### config.mk
export PLATFORM = sky130hd
export DESIGN_NAME = riscv_hart_sequencer_flat
export DESIGN_NICKNAME = d
export VERILOG_FILES = /design/src/rtl/riscv_hart_sequencer_pkg.sv /design/src/rtl/riscv_hart_sequencer_if.sv /design/src/rtl/riscv_hart_sequencer_rr_arbiter.sv /design/src/rtl/riscv_hart_sequencer.sv /design/src/flat_wrapper.sv
export SDC_FILE = /design/constraint.sdc
export NUM_CORES = 1
export LEC_CHECK = 0
export CAP_MARGIN = 10
export CELL_PAD_IN_SITES_DETAIL_PLACEMENT = 0
export CELL_PAD_IN_SITES_GLOBAL_PLACEMENT = 1
export CORE_AREA = 2 2 162 164
export DETAILED_ROUTE_END_ITERATION = 10
export DIE_AREA = 0 0 164 166
export PLACE_DENSITY = 0.83
export SLEW_MARGIN = 40
export SYNTH_ARGS = -nofsm -noshare
export SYNTH_HDL_FRONTEND = slang
export SYNTH_HIERARCHICAL = 1
export SYNTH_SLANG_ARGS = --single-unit
### constraint.sdc
create_clock -name clk -period 6 [get_ports clk]
set_clock_uncertainty 0.05 [all_clocks]
set_input_delay 1.8 -clock clk [delete_from_list [all_inputs] [get_ports clk]]
set_output_delay 1.8 -clock clk [all_outputs]
set_load 0.005 [all_outputs]
### src/rtl/riscv_hart_sequencer_pkg.sv
// Shared types and constants for the multi-hart fetch/issue/retire sequencer.
package riscv_hart_sequencer_pkg;

  localparam int MAX_HARTS   = 16;
  localparam int IALIGN_BITS = 2;

  typedef logic [$clog2(MAX_HARTS)-1:0] hart_id_t;
  typedef logic [31:0]                  riscv_inst32_t;

  typedef enum logic [1:0] {
    IDLE   = 2'd0,
    FETCH  = 2'd1,
    ISSUE  = 2'd2,
    RETIRE = 2'd3
  } seq_state_e;

  // Hart id width; a single hart still gets a 1-bit id.
  function automatic int hart_width(input int n);
    return (n > 1) ? $clog2(n) : 1;
  endfunction

endpackage

### src/rtl/riscv_hart_sequencer_if.sv
// Instruction-memory, issue and retire handshakes between the sequencer and its neighbours.
interface riscv_hart_sequencer_if #(
  parameter int AW = 32,
  parameter int HW = 2
);
  import riscv_hart_sequencer_pkg::*;

  logic          imem_req;
  logic [AW-1:0] imem_addr;
  logic          imem_ack;
  riscv_inst32_t imem_rdata;

  logic          inst_valid;
  logic          inst_ready;
  riscv_inst32_t inst;
  logic [HW-1:0] inst_hart;
  logic [AW-1:0] inst_pc;

  logic          retire_valid;
  logic [HW-1:0] retire_hart;
  logic [AW-1:0] retire_next_pc;

  modport master (
    output imem_req, imem_addr, inst_valid, inst, inst_hart, inst_pc,
    input  imem_ack, imem_rdata, inst_ready, retire_valid, retire_hart, retire_next_pc
  );

  modport slave (
    input  imem_req, imem_addr, inst_valid, inst, inst_hart, inst_pc,
    output imem_ack, imem_rdata, inst_ready, retire_valid, retire_hart, retire_next_pc
  );

endinterface

### src/rtl/riscv_hart_sequencer_rr_arbiter.sv
// Combinational round-robin pick: first set request bit at or after ptr, wrapping to 0.
module riscv_hart_sequencer_rr_arbiter #(
  parameter int N  = 4,
  parameter int HW = 2
) (
  input  logic [N-1:0]  req,
  input  logic [HW-1:0] ptr,
  output logic [HW-1:0] grant_id,
  output logic          any_grant
);

  int unsigned sum_s;
  int unsigned idx_s;
  logic        hit_s;

  // scan N positions starting at ptr; the first hit wins
  always_comb begin
    grant_id  = {HW{1'b0}};
    any_grant = 1'b0;
    sum_s     = 32'd0;
    idx_s     = 32'd0;
    hit_s     = 1'b0;
    for (int i = 0; i < N; i++) begin
      sum_s     = 32'(ptr) + 32'(i);
      idx_s     = (sum_s >= 32'(N)) ? (sum_s - 32'(N)) : sum_s;
      hit_s     = req[idx_s[HW-1:0]] & ~any_grant;
      grant_id  = hit_s ? idx_s[HW-1:0] : grant_id;
      any_grant = any_grant | hit_s;
    end
  end

endmodule

### src/rtl/riscv_hart_sequencer.sv
// Multi-hart barrel sequencer: per-hart PCs, round-robin hart pick, and a
// handshaked IDLE -> FETCH -> ISSUE -> RETIRE loop with registered outputs.
module riscv_hart_sequencer
  import riscv_hart_sequencer_pkg::*;
#(
  parameter int            NUM_HARTS = 4,
  parameter int            AW        = 32,
  parameter logic [AW-1:0] RESET_PC  = {AW{1'b0}},
  parameter int            CNT_W     = 32
) (
  input  logic                    clk,
  input  logic                    rst,
  input  logic [NUM_HARTS-1:0]    hart_en,
  riscv_hart_sequencer_if.master  bus,
  output logic                    busy,
  output logic [CNT_W-1:0]        retired_cnt,
  output logic                    seq_err
);

  localparam int HW = hart_width(NUM_HARTS);

  seq_state_e    state_r, state_s;
  logic [HW-1:0] cur_hart_r, cur_hart_s;
  logic [HW-1:0] ptr_r, ptr_s, ptr_after_s;
  logic [HW-1:0] grant_s;
  logic          any_grant_s;
  logic [AW-1:0] pc_r [NUM_HARTS];
  logic [AW-1:0] pc_s [NUM_HARTS];
  logic          imem_req_r, imem_req_s;
  logic [AW-1:0] imem_addr_r, imem_addr_s;
  logic          inst_valid_r, inst_valid_s;
  riscv_inst32_t inst_r, inst_s;
  logic [HW-1:0] inst_hart_r, inst_hart_s;
  logic [AW-1:0] inst_pc_r, inst_pc_s;
  logic          busy_r, busy_s;
  logic [CNT_W-1:0] cnt_r, cnt_s;
  logic          err_r, err_s;

  riscv_hart_sequencer_rr_arbiter #(.N(NUM_HARTS), .HW(HW)) u_rr_arbiter (
    .req       (hart_en),
    .ptr       (ptr_r),
    .grant_id  (grant_s),
    .any_grant (any_grant_s)
  );

  assign ptr_after_s = (cur_hart_r == HW'(NUM_HARTS - 1)) ? {HW{1'b0}} : (cur_hart_r + HW'(1'b1));

  // next-state, PC update and next output values
  always_comb begin
    state_s      = state_r;
    cur_hart_s   = cur_hart_r;
    ptr_s        = ptr_r;
    pc_s         = pc_r;
    imem_req_s   = imem_req_r;
    imem_addr_s  = imem_addr_r;
    inst_valid_s = inst_valid_r;
    inst_s       = inst_r;
    inst_hart_s  = inst_hart_r;
    inst_pc_s    = inst_pc_r;
    cnt_s        = cnt_r;
    err_s        = err_r;
    case (state_r)
      IDLE: begin
        if (any_grant_s) begin
          cur_hart_s  = grant_s;
          imem_addr_s = pc_r[grant_s];
          imem_req_s  = 1'b1;
          state_s     = FETCH;
        end else begin
          imem_req_s  = 1'b0;
        end
      end
      FETCH: begin
        if (bus.imem_ack) begin
          inst_s       = bus.imem_rdata;
          inst_hart_s  = cur_hart_r;
          inst_pc_s    = imem_addr_r;
          imem_req_s   = 1'b0;
          inst_valid_s = 1'b1;
          state_s      = ISSUE;
        end else begin
          imem_req_s   = 1'b1;
        end
      end
      ISSUE: begin
        if (bus.inst_ready) begin
          inst_valid_s = 1'b0;
          state_s      = RETIRE;
        end else begin
          inst_valid_s = 1'b1;
        end
      end
      RETIRE: begin
        if (bus.retire_valid) begin
          if (bus.retire_hart == cur_hart_r) begin
            pc_s[cur_hart_r] = {bus.retire_next_pc[AW-1:IALIGN_BITS], {IALIGN_BITS{1'b0}}};
            cnt_s   = cnt_r + CNT_W'(1'b1);
            ptr_s   = ptr_after_s;
            err_s   = err_r | (bus.retire_next_pc[IALIGN_BITS-1:0] != {IALIGN_BITS{1'b0}});
            state_s = IDLE;
          end else begin
            // a retire for the wrong hart is flagged and we keep waiting for ours
            err_s   = 1'b1;
          end
        end else begin
          state_s = RETIRE;
        end
      end
      default: begin
        state_s = IDLE;
      end
    endcase
    err_s  = err_s | (bus.retire_valid & (state_r != RETIRE));
    busy_s = (state_s != IDLE);
  end

  // state, PC file and registered outputs
  always_ff @(posedge clk) begin
    if (rst) begin
      state_r      <= IDLE;
      cur_hart_r   <= {HW{1'b0}};
      ptr_r        <= {HW{1'b0}};
      for (int i = 0; i < NUM_HARTS; i++) begin
        pc_r[i]    <= RESET_PC;
      end
      imem_req_r   <= 1'b0;
      imem_addr_r  <= {AW{1'b0}};
      inst_valid_r <= 1'b0;
      inst_r       <= 32'h0000_0000;
      inst_hart_r  <= {HW{1'b0}};
      inst_pc_r    <= {AW{1'b0}};
      busy_r       <= 1'b0;
      cnt_r        <= {CNT_W{1'b0}};
      err_r        <= 1'b0;
    end else begin
      state_r      <= state_s;
      cur_hart_r   <= cur_hart_s;
      ptr_r        <= ptr_s;
      pc_r         <= pc_s;
      imem_req_r   <= imem_req_s;
      imem_addr_r  <= imem_addr_s;
      inst_valid_r <= inst_valid_s;
      inst_r       <= inst_s;
      inst_hart_r  <= inst_hart_s;
      inst_pc_r    <= inst_pc_s;
      busy_r       <= busy_s;
      cnt_r        <= cnt_s;
      err_r        <= err_s;
    end
  end

  assign bus.imem_req   = imem_req_r;
  assign bus.imem_addr  = imem_addr_r;
  assign bus.inst_valid = inst_valid_r;
  assign bus.inst       = inst_r;
  assign bus.inst_hart  = inst_hart_r;
  assign bus.inst_pc    = inst_pc_r;
  assign busy           = busy_r;
  assign retired_cnt    = cnt_r;
  assign seq_err        = err_r;

endmodule

### src/flat_wrapper.sv
// flat-port wrapper written by rule: the top's interface ports become plain ports
module riscv_hart_sequencer_flat import riscv_hart_sequencer_pkg::*;
#(
  parameter int            NUM_HARTS = 4,
  parameter int            AW        = 32,
  parameter logic [AW-1:0] RESET_PC  = {AW{1'b0}},
  parameter int            CNT_W     = 32
)
  (clk, rst, hart_en, busy, retired_cnt, seq_err, bus_imem_req, bus_imem_addr, bus_inst_valid, bus_inst, bus_inst_hart, bus_inst_pc, bus_imem_ack, bus_imem_rdata, bus_inst_ready, bus_retire_valid, bus_retire_hart, bus_retire_next_pc);
  riscv_hart_sequencer_if #(.AW(AW), .HW((2))) bus_i ();
  input  logic clk;
  input  logic rst;
  input  logic [NUM_HARTS-1:0] hart_en;
  output logic busy;
  output logic [CNT_W-1:0] retired_cnt;
  output logic seq_err;
  output wire logic [$bits(bus_i.imem_req)-1:0] bus_imem_req;
  output wire logic [$bits(bus_i.imem_addr)-1:0] bus_imem_addr;
  output wire logic [$bits(bus_i.inst_valid)-1:0] bus_inst_valid;
  output wire logic [$bits(bus_i.inst)-1:0] bus_inst;
  output wire logic [$bits(bus_i.inst_hart)-1:0] bus_inst_hart;
  output wire logic [$bits(bus_i.inst_pc)-1:0] bus_inst_pc;
  input wire logic [$bits(bus_i.imem_ack)-1:0] bus_imem_ack;
  input wire logic [$bits(bus_i.imem_rdata)-1:0] bus_imem_rdata;
  input wire logic [$bits(bus_i.inst_ready)-1:0] bus_inst_ready;
  input wire logic [$bits(bus_i.retire_valid)-1:0] bus_retire_valid;
  input wire logic [$bits(bus_i.retire_hart)-1:0] bus_retire_hart;
  input wire logic [$bits(bus_i.retire_next_pc)-1:0] bus_retire_next_pc;
  assign bus_imem_req = bus_i.imem_req;
  assign bus_imem_addr = bus_i.imem_addr;
  assign bus_inst_valid = bus_i.inst_valid;
  assign bus_inst = bus_i.inst;
  assign bus_inst_hart = bus_i.inst_hart;
  assign bus_inst_pc = bus_i.inst_pc;
  assign bus_i.imem_ack = bus_imem_ack;
  assign bus_i.imem_rdata = bus_imem_rdata;
  assign bus_i.inst_ready = bus_inst_ready;
  assign bus_i.retire_valid = bus_retire_valid;
  assign bus_i.retire_hart = bus_retire_hart;
  assign bus_i.retire_next_pc = bus_retire_next_pc;
  riscv_hart_sequencer #(.NUM_HARTS(NUM_HARTS), .AW(AW), .RESET_PC(RESET_PC), .CNT_W(CNT_W)) u_core (.clk(clk), .rst(rst), .hart_en(hart_en), .bus(bus_i), .busy(busy), .retired_cnt(retired_cnt), .seq_err(seq_err));
endmodule
; ---- Word-level counts from Yosys, hierarchy flattened
; Index checks and enable logic that the tools add are counted.
[totals]
register_bits = 268
wordCells = 105
output_inout_bits = 134
[op_classes]
add_sub_neg = 9
n_eq_ne = 7
bitwise = 14
n_lt_le_gt_ge = 11
reduce_logical = 10
mux = 38
[op_table]
columns = op, n
row1 = bitwise mux 128 bit, 1
row2 = two-way mux 32 bit, 3
row3 = binary-select mux 32 bit (select 2 bit), 1
row4 = demux 32 bit (select 2 bit), 1
row5 = "adder 32 x 1 -> 32 bit, second input constant", 1
row6 = two-way mux 2 bit, 14
row7 = ">= comparator 3 bit, second input constant", 5
row8 = "< comparator 2 x 3 -> 1 bit, second input constant", 4
row9 = two-way mux 1 bit, 11
row10 = binary-select mux 1 bit (select 2 bit), 4
row11 = case mux 2 bit (4 select lines), 1
row12 = nonzero test 2 bit, 4
row13 = "subtractor 2 x 1 -> 2 bit, second input constant", 4
row14 = "adder 2 x 2 -> 3 bit, second input constant", 2
row15 = "equality test 2 bit, second input constant", 3
row16 = inverter 2 -> 3 bit, 2
row17 = AND reduction 2 bit, 3
row18 = bitwise OR 1 bit, 5
row19 = AND 1 bit, 4
row20 = "!= test 2 bit, second input constant", 2
row21 = case mux 1 bit (2 select lines), 2
row22 = "adder 2 x 1 -> 3 bit, second input constant", 1
row23 = ">= comparator 2 x 3 -> 1 bit, second input constant", 1
row24 = "< comparator 3 x 1 -> 1 bit, second input constant", 1
row25 = other kinds (7), 9

; ---- Logic depth before layout (Yosys ltp)
[depth]
ltp_word = 17
mapped_depth = 8
mapped_depth_nobuf = 6

; ---- Modules after synthesis
; The synthesis kept the hierarchy.
[modules_own_cells]
columns = mod, n_inst, seq_area_each_um2, cells_per_inst, area_per_inst_um2
row1 = riscv_hart_sequencer, 1, 5124.9, 1218, 9995.8
row2 = riscv_hart_sequencer_rr_arbiter, 1, 0.0, 12, 73.8

; ---- Least setup slack after synthesis
; No wires, ideal clock.
[synth_path]
path_type = input to register
start = in hart_en[2]
end = reg u_core.imem_addr_r[10], in the netlist u_core/bus.imem_addr[10]
required_ns = 5.818
slack_ns = 2.029
arrival_ns = 3.789
setup_time_ns = 0.132
n_path_buf = 2
cell_stages = 8
cell_sequence = mux2i_1 nor2_1 a311oi_1 clkbuf_1 buf_1 mux4_2 nand2_1 a21oi_1
[synth_between]
elab_chain_cells = 15
[synth_lines]
columns = element, line
row1 = "start, declared", flat_wrapper.sv:13  ; input logic [NUM_HARTS-1:0] hart_en;
row2 = binary-select mux 1 bit (select 2 bit), riscv_hart_sequencer_rr_arbiter.sv:26  ; hit_s = req[idx_s[HW-1:0]] & ~any_grant;
row3 = two-way mux 1 bit (implied by the code), riscv_hart_sequencer_rr_arbiter.sv:26
row4 = inverter 1 bit, riscv_hart_sequencer_rr_arbiter.sv:26
row5 = AND 1 bit, riscv_hart_sequencer_rr_arbiter.sv:26
row6 = bitwise OR 1 bit, riscv_hart_sequencer_rr_arbiter.sv:28  ; any_grant = any_grant | hit_s;
row7 = inverter 1 bit, riscv_hart_sequencer_rr_arbiter.sv:26
row8 = AND 1 bit, riscv_hart_sequencer_rr_arbiter.sv:26
row9 = bitwise OR 1 bit, riscv_hart_sequencer_rr_arbiter.sv:28
row10 = inverter 1 bit, riscv_hart_sequencer_rr_arbiter.sv:26
row11 = AND 1 bit, riscv_hart_sequencer_rr_arbiter.sv:26
row12 = two-way mux 2 bit *, riscv_hart_sequencer_rr_arbiter.sv:27  ; grant_id = hit_s ? idx_s[HW-1:0] : grant_id;
row13 = via u_core.grant_s[0], riscv_hart_sequencer.sv:25  ; logic [HW-1:0] grant_s;
row14 = inverter 2 -> 3 bit (implied by the code) *, riscv_hart_sequencer.sv:66  ; imem_addr_s = pc_r[grant_s];
row15 = binary-select mux 32 bit (select 2 bit) *, riscv_hart_sequencer.sv:66
row16 = two-way mux 32 bit (implied by the code) * (2 in a row), riscv_hart_sequencer.sv:66
row17 = "end signal, assigned", riscv_hart_sequencer.sv:127  ; imem_addr_r <= {AW{1'b0}};
row18 = "end signal, assigned", riscv_hart_sequencer.sv:141  ; imem_addr_r <= imem_addr_s;
row19 = "end, declared", riscv_hart_sequencer.sv:30  ; logic [AW-1:0] imem_addr_r, imem_addr_s;
; Mark *: on every way through the listed nets, which the timed path passes. The rest lies on a longest branch. The select of a mux whose other input is x is not followed.
; A chain may end at the register's enable or synchronous reset.

; ---- Worst setup path after layout
[layout_path]
start = in hart_en[0]
end = reg u_core.imem_addr_r[4], in the netlist u_core/bus.imem_addr[4]
; The elaborated chain is that of the path after synthesis.

==> impl_metrics.py <==
metrics = {
    "run_status": {
        "status": "completed",
    },
    "setup_path": {
        "path_buf_inv": 2,
        "cp-start-kind": "input port",
        "critical_path.top_delay_family": "compound AO/OA/AOI/OAI gates",
        "crit_top_cell": "a21oi_1",
        "worst_path_max_delay_cell": "o2bb2a_2",
        "crit_chain": "clkdlybuf4s50_1 > a21oi_1 > o21ai_0 > o2bb2a_2 > buf_4 > mux4_2 > nand2_1 > a21oi_1",
        "timing_worst_setup_path_type": "in -> reg",
        "path_max_fanout": 18,
        "crit_required_ps": 6350,
        "arrival_ps": 4420,
        "worstSetupEndpointType": "flip-flop",
        "cp_slowest_stage_delay_ps": 730,
    },
    "synth": {
        "yosys-top-cells-count": "nand2_1 (453), dfxtp_1 (256), a21oi_1 (237)",
        "synth_top_area_share": 0.509,
        "ys_warn_count": 6,
        "ys_ff_latch": 256,
        "synth_edf_count": 0,
        "synth_cell_types": 37,
        "syn_area_um2": 10100,
        "yosysSeqAreaShare": 0.509,
        "synth-main-ff-cell": "dfxtp_1",
        "syn_area_per_cell_um2": 8.19,
        "syn_inst": 1230,
        "yosys-top-cells-area": "dfxtp_1 (51%), nand2_1 (17%), a21oi_1 (12%)",
        "synth.largest_area_cell": "dfxtp_1",
        "async_flop_share": 0,
        "yosysMostFrequentCell": "nand2_1",
    },
    "place": {
        "place_congestion": 0.781,
        "dp_slack_ps": 1340,
        "dpl_cell_area_um2": 12400,
        "place_hpwl_um": 17100,
        "portBuffers": 204,
    },
    "route": {
        "vias": 8669,
        "drc_errors": 0,
        "dr.pass1.iters": 5,
        "viasPerCell": 4.96,
        "postRouteAntennaNets": 0,
        "wl_per_cell_um": 15.6,
        "dr.first_iter.drc_count": 605,
        "wl_um": 27200,
    },
    "timing": {
        "min_period_ps": 4080,
        "fin_ws_ps": 1920,
        "slew_viol_final": 0,
        "worst_pin_slew_ps": 713,
        "finalSetupViolCount": 0,
        "relSlewSlack": 0.518,
        "fin_crit_sh": 0.680,
        "max_freq_ghz": 0.245,
        "setup_tns_ps": 0,
        "finalHoldViolations": 0,
        "rsz0062_at_grt": "no",
    },
    "clock_tree": {
        "cts_tree": "yes",
        "cts_made_buffers": 28,
        "clk_path_buf_depth": 3,
        "post_cts_buffers": 0,
        "clk_pin_slew_ps": 60,
        "post_cts_resized": 0,
        "cts_sinks": 256,
        "root_buffer": "clkbuf_16",
        "clk-insertion-delay-late_ps": 540,
        "cts_hold_buf": 0,
        "htreeDepth": 1,
    },
    "power": {
        "p_leak_nw": 4.30,
        "power.density_nw_per_um2": 273,
        "ir_drop_uv": 162,
    },
    "flow_run": {
        "cap_violations": 0,
    },
    "floorplan": {
        "dieWidth_um": 164,
        "fp.coreArea_um2": 25600,
        "rows": 59,
        "die-height_um": 166,
        "io_pins": 209,
        "start_util": 0.393,
        "dieArea_um2": 27200,
    },
    "global_route": {
        "grt_overflow": 0,
        "grt.total_usage": 0.195,
        "first_global_vias": 8109,
        "antenna_found_initial": 1,
        "grt_max_degree": 141,
        "grt_pass1_wl_um": 43400,
    },
    "hold_path": {
        "worstHoldPathType": "reg -> reg",
    },
    "final_layout": {
        "fin_nets": 1472,
        "final_area_um2": 13300,
        "drive_gt1_frac": 0.0715,
        "syn_to_final_growth_pct": 31.8,
    },
}
layer usage:
| metal | vias to the layer above | GRT usage | wire, um |
|---|---|---|---|
| met4 | 0 | 0.0538 | 566 |
| li1 | 4414 | - | - |
| met2 | 199 | 0.328 | 13000 |
| met5 | - | 0 | 0 |
| met1 | 4019 | 0.259 | 12200 |
| met3 | 37 | 0.0307 | 1390 |
worst register-to-register path, delay by kind of cell, from the launching register on:
kind / cells / cell delay (ps)
AO/OA/AOI/OAI: 4 / 1060
AND/OR/NAND/NOR: 1 / 80
multiplexers: 1 / 540
buffers and inverters: 1 / 430
flip-flops: 1 / 390
cell families after synthesis:
family	count (synthesis)	share of synthesized area
AO/OA/AOI/OAI	253	0.127
XOR/XNOR	23	0.0200
adder cells (fa/ha/maj)	5	0.00621
buffers and inverters	100	0.0400
flip-flops	256	0.509
multiplexers	31	0.0681
other	1	0.000372
AND/OR/NAND/NOR	561	0.229
registers in the layout (all words and copies together), names as in the netlist, 2 cells and up:
register and cells:
u_core/bus.inst_pc 30, u_core/bus.imem_addr 30, u_core/pc_r 120, u_core/ptr_r 2, u_core/bus.inst 32, u_core/state_r 2, u_core/retired_cnt 32, u_core/cur_hart_r 2
u_core/bus.inst_hart 2
path summary, 6_finish.rpt:
kind / startpoint / end / slack, ps / cells past startpoint
hold / removal: u_core/bus.inst_pc[18] / u_core/bus.inst_pc[18] / 400 / 2
hold reg to reg: u_core/bus.inst_pc[18] / u_core/bus.inst_pc[18] / 400 / 2
setup / recovery: hart_en[0] / u_core/bus.imem_addr[4] / 1920 / 8
setup reg to reg: u_core/ptr_r[1] / u_core/bus.imem_addr[4] / 3320 / 7
metrics by stage:
| stage | power [mW] | hold WS, ps | std cells | utilization |
|---|---|---|---|---|
| after global routing | 3.77 | 419 | 1747 | 0.518 |
| after global placement | 2.03 | 389 | 1695 | 0.482 |
| after CTS | 3.67 | 402 | 1746 | 0.517 |
| final | 3.63 | 401 | 1748 | 0.518 |
| after detailed placement | 2.03 | 394 | 1696 | 0.483 |
| after floorplan | 1.89 | 383 | 1233 | - |
cell usage in the layout, fill, tap and decap left out, types with 10 or more instances in the layout:
cell,count
nand2_1,453
nor2_1,30
nand3_1,14
dfxtp_1,256
xnor2_1,16
clkdlybuf4s50_1,203
mux4_2,30
nor4_1,10
nand4_1,10
buf_4,16
clkbuf_16,29
a21oi_1,237
o21ai_0,11
cell type report:
type                    instances  area, um2
diodes                          1       2.50
clock buffers                  44        841
clock inverters                 6       45.0
fillers                      2414      12300
inverters                       6       22.5
multi-input cells             877       4590
flip-flops and latches        256       5120
well taps                     335        419
repair buffers                223       2220
where the power goes:
group          total [mW]  internal, mW  switching [mW]  leakage (nW)
Sequential           1.74          1.72          0.0151          2.07
Combinational       0.258         0.110           0.148          1.79
Clock                1.63         0.958           0.674         0.439
Note: power is estimated with default switching activity, not from simulation.
